--- src/rtl/miner_pkg.sv ---
// Shared types and constants for the miner result path.
// Frame geometry, result word layout and transmit FSM states.
// No logic; imported by miner_result_tx.
package miner_pkg;

  localparam int         PAYLOAD_BYTES = 36;
  localparam logic [7:0] SOF_BYTE      = 8'hAA;

  typedef struct packed {
    logic [255:0] hash;
    logic [31:0]  nonce;
  } result_t;

  typedef enum logic [1:0] {
    IDLE,
    SOF,
    PAYLOAD,
    CSUM
  } tx_state_t;

endpackage

--- src/rtl/miner_result_tx.sv ---
// Frames miner results (SOF, payload MSB-first, XOR checksum) into a byte stream.
// Latency: SOF presented the cycle after send_data; 38 cycles per frame at full rate.
// Backpressure: out_byte/out_valid hold while !out_ready; one result queued, further ones dropped.
module miner_result_tx #(
  parameter int         PAYLOAD_BYTES = miner_pkg::PAYLOAD_BYTES,
  parameter logic [7:0] SOF_BYTE      = miner_pkg::SOF_BYTE
) (
  input  logic                       clk,
  input  logic                       rst,
  input  logic                       send_data,
  input  logic [8*PAYLOAD_BYTES-1:0] tx_data,
  output logic [7:0]                 out_byte,
  output logic                       out_valid,
  input  logic                       out_ready,
  output logic                       busy,
  output logic                       overflow,
  output logic [7:0]                 drop_count
);
  import miner_pkg::*;

  localparam int         W        = 8 * PAYLOAD_BYTES;
  localparam logic [5:0] LAST_IDX = 6'(PAYLOAD_BYTES - 1);

  tx_state_t      state, state_nxt;
  logic [W-1:0]   shreg;
  logic [5:0]     idx;
  logic [7:0]     acc;
  logic [W-1:0]   pend;
  logic           pend_vld, pend_vld_nxt;

  logic           accept;
  logic           load_act;
  logic           load_from_pend;
  logic           pend_wr;
  logic           pend_clr;
  logic           drop;

  assign accept = out_valid && out_ready;

  always_comb begin
    state_nxt      = state;
    load_act       = 1'b0;
    load_from_pend = 1'b0;
    pend_wr        = 1'b0;
    pend_clr       = 1'b0;
    drop           = 1'b0;
    case (state)
      IDLE: begin
        if (send_data) begin
          load_act  = 1'b1;
          state_nxt = SOF;
        end
      end
      SOF: begin
        if (accept) state_nxt = PAYLOAD;
      end
      PAYLOAD: begin
        if (accept && idx == LAST_IDX) state_nxt = CSUM;
      end
      CSUM: begin
        if (accept) begin
          if (pend_vld) begin
            load_act       = 1'b1;
            load_from_pend = 1'b1;
            state_nxt      = SOF;
            if (send_data) pend_wr  = 1'b1;
            else           pend_clr = 1'b1;
          end else if (send_data) begin
            load_act  = 1'b1;
            state_nxt = SOF;
          end else begin
            state_nxt = IDLE;
          end
        end
      end
      default: state_nxt = IDLE;
    endcase
    // Results arriving mid-frame either queue or are dropped.
    if (send_data && state != IDLE && !(state == CSUM && accept)) begin
      if (!pend_vld) pend_wr = 1'b1;
      else           drop    = 1'b1;
    end
    pend_vld_nxt = pend_wr ? 1'b1 : (pend_clr ? 1'b0 : pend_vld);
  end

  always_comb begin
    out_byte  = 8'h00;
    out_valid = 1'b0;
    case (state)
      SOF:     begin out_byte = SOF_BYTE;          out_valid = 1'b1; end
      PAYLOAD: begin out_byte = shreg[W-1 -: 8];   out_valid = 1'b1; end
      CSUM:    begin out_byte = acc;               out_valid = 1'b1; end
      default: begin out_byte = 8'h00;             out_valid = 1'b0; end
    endcase
  end

  always_ff @(posedge clk) begin
    if (rst) begin
      state      <= IDLE;
      shreg      <= '0;
      idx        <= '0;
      acc        <= '0;
      pend       <= '0;
      pend_vld   <= 1'b0;
      busy       <= 1'b0;
      overflow   <= 1'b0;
      drop_count <= '0;
    end else begin
      state    <= state_nxt;
      pend_vld <= pend_vld_nxt;
      busy     <= (state_nxt != IDLE) || pend_vld_nxt;
      overflow <= drop;
      if (drop && drop_count != 8'hFF) drop_count <= drop_count + 8'd1;
      if (pend_wr) pend <= tx_data;
      if (load_act) begin
        shreg <= load_from_pend ? pend : tx_data;
        idx   <= '0;
        acc   <= '0;
      end else if (state == PAYLOAD && accept) begin
        shreg <= shreg << 8;
        idx   <= idx + 6'd1;
        acc   <= acc ^ shreg[W-1 -: 8];
      end
    end
  end

endmodule
--- config.mk ---
export PLATFORM = sky130hd
export DESIGN_NAME = miner_result_tx
export DESIGN_NICKNAME = d
export VERILOG_FILES = /design/src/rtl/miner_pkg.sv /design/src/rtl/miner_result_tx.sv
export SDC_FILE = /design/constraint.sdc
export NUM_CORES = 2
export LEC_CHECK = 0
export BUFFER_PORTS_ARGS = -buffer_cell sky130_fd_sc_hd__buf_2
export CORE_MARGIN = 2
export CORE_UTILIZATION = 30
export CTS_CLUSTER_SIZE = 8
export DETAILED_ROUTE_END_ITERATION = 6
export GPL_TIMING_DRIVEN = 0
export PLACE_DENSITY = 0.53
export SETUP_SLACK_MARGIN = 0.1
export SLEW_MARGIN = 0
export SYNTH_ARGS = -nofsm -noshare
export SYNTH_HDL_FRONTEND = slang
export SYNTH_SLANG_ARGS = --single-unit
--- constraint.sdc ---
create_clock -name clk -period 2.6 [get_ports clk]
set_input_delay 0.26 -clock clk [delete_from_list [all_inputs] [get_ports clk]]
set_output_delay 0.26 -clock clk [all_outputs]
set_load 0.03 [all_outputs]
==> qor.txt <==
Status -> completed
Max-slew violations -> 0
Initial antenna violation count -> 23
CP Data Required Time -> 3.07 ns
EDFF count, synth -> 0
Final hold violations -> 0
Core area -> 89900 um2
Placement Cell Area -> 30200 um2
CTS Root Cell -> clkbuf_16
Leakage -> 13.1 nW
Total Wirelength -> 91.8 mm
Nets -> 4312
Grt ovf -> 0
IO Port Bufs -> 309
Detailed Route Iter0 Violations -> 1625
CTS Buf Count -> 86
Vias in the first global route -> 25201
Residual DRC -> 0
Warnings, synthesis -> 0
Hold Crit Depth -> 4
Filler instances -> 9190
Top-area cell type share of the netlist area -> 0.445
Fin area -> 35600 um2
Yosys cell types -> 47
Postcts setup bufs -> 0
Detail Route Antenna Nets -> 0
H-tree depth -> 3
Layout cell share with drive strength beyond 1 -> 0.182
Commonest non-fill, non-tap cell in the layout -> nand2_1
Syn Std Cell Area -> 27200 um2
Max Clk Rate -> 416 MHz
Largest net degree at the start of global routing -> 12
Post-synth top area cell -> dfxtp_1
Rows -> 110
Clk_lat worst skew -> 0.62 ns
Final setup viols -> 0
CTS sink cnt -> 603
Predominant post-synthesis flop cell -> dfxtp_1
WL per Instance -> 17.6 um
Cells after Synth -> 3329
Die Area -> 92900 um2
Async S/R FF share, synth -> 0
Pwr per Cell Area -> 909 nW/um2
Post-DP HPWL -> 64.2 mm
Fin util -> 0.396
Commonest cells after routing, fill and taps aside -> nand2_1, dfxtp_1, buf_2
Startpoint types -> input port
VDD IR max -> 0.000528 V
Worst hold margin -> 0.112 ns
CP max FO -> 10
Worst r2r path cells -> 9
Syn_nets -> 3627
Die Span Y -> 305 um
Vias per cell -> 4.86
# IOs -> 311
Max_cap viols -> 0
Top post-synthesis cells by area -> dfxtp_1, nand2_1, mux2_1, a311oi_1, a21oi_1
Die W -> 305 um
First-pass GRT wire length -> 142 mm
Clock buffer depth -> 3
DRT Pass-1 Iters -> 5
HP Class -> input port to flop
CTS tree -> built
Worst EP arrival -> 2.88 ns
Fin crit period -> 2.41 ns
Crit end category -> flop
Final GP Congestion -> 0.789
Placed Instances -> 4814
Worst slew margin relative to its limit -> 0.327
Clock transition at the registers of the reported paths -> 0.05 ns
Skew final -> 0.0149 ns
Initial Util -> 0.302
Tcrit/Tclk final -> 0.925
Register area share after synthesis -> 0.445
Via count -> 25356
Worst slew pin tran -> 1.01 ns
Syn Area/Cell -> 8.16 um2
Layout Cells excl Fill -> 5215
Setup CP Type -> input port to flop
Area grow syn2layout -> 31.0%
RSZ-0062 raised after global routing -> yes
GRT Resource Usage Total -> 0.192
Number of synthesized register bits -> 603
-- sequential cells by signal, indices dropped and copies added (netlist names) --
register,flops
overflow,1
busy,1
acc,8
idx,6
state,2
pend_vld,1
drop_count,8
pend,288
shreg,288
-- metal layers --
layer	part of all wire	routed length, um	GRT usage
met5	0.0018	166	0
met4	0.021	1970	0.0565
met3	0.051	4640	0.0334
met2	0.45	40900	0.303
met1	0.48	44100	0.267
-- what timing repair did --
action / 4_1_cts / 5_1_grt
hold endpoints to repair: 288 / 0
hold buffers: 288 / 0
endpoints found under the setup margin: 592 / 553
resized for setup: 49 / 65
-- per-stage QoR --
step / TNS (ns) / total power, W / setup WS (ns)
after floorplan: 0 / 0.0188 / 0.522
after global placement: -124.05 / 0.0216 / -0.511
after detailed placement: -112.29 / 0.0217 / -0.478
after CTS: 0 / 0.0326 / 0.0114
after global routing: 0 / 0.0343 / 0.0703
final: 0 / 0.0323 / 0.194
-- final timing paths --
check / startpoint / endpoint / slack, ns
worst max-delay path: rst / pend[140] / 0.19
worst min-delay path: send_data / state[1] / 0.11
worst max register to register: state[1] / shreg[175] / 0.24
worst min register to register: pend[95] / pend[95] / 0.45
-- synthesized netlist by cell type, types with 2 or more instances --
cell type	instances
mux2i_1	2
a311oi_2	25
xor2_1	12
nand4_1	4
a21oi_1	303
a311oi_1	255
nor2_1	311
and3_1	3
nand3b_1	2
inv_1	3
buf_1	5
buf_6	24
nand4b_1	2
dfxtp_1	603
nand2b_1	2
o21ai_0	4
xnor2_1	4
mux2_1	205
a2111oi_0	2
a22oi_1	8
clkbuf_1	144
ha_1	6
buf_2	106
mux2_2	84
buf_4	13
nor2b_1	4
nand3_1	22
nand2_1	1151
nor4_1	2
-- cell type report --
type	count	area, um2	share of cell area
antenna	13	32.5	0.000915
buffer	294	1620	0.0454
clock buffer	95	2270	0.0638
clock inverter	5	42.5	0.00120
inverter	4	18.8	0.000528
multi-input combinational	2428	13600	0.383
sequential	603	12100	0.339
tap	1176	1470	0.0414
timing repair buffer	597	4430	0.125
-- worst max-delay path: stages --
cell and delay [ns]:
clkbuf_1 0.50, clkbuf_1 0.67, clkbuf_1 0.81, clkbuf_1 0.54, a21oi_1 0.08
-- logic make-up after synthesis --
kind of cell | count (synthesis) | synth area share
xor+xnor | 16 | 0.00516
flops | 603 | 0.445
buf+inv | 298 | 0.0555
compound gates | 608 | 0.159
mux | 291 | 0.121
simple gates | 1507 | 0.212
fa+ha+maj | 6 | 0.00276
-- power breakdown --
part           internal, W  switching [W]  total, W
clock              0.00606        0.00412    0.0102
combinational      0.00343        0.00550   0.00893
sequential          0.0118        0.00145    0.0132
total               0.0212         0.0111    0.0323
(Power assumes the default switching activity.)
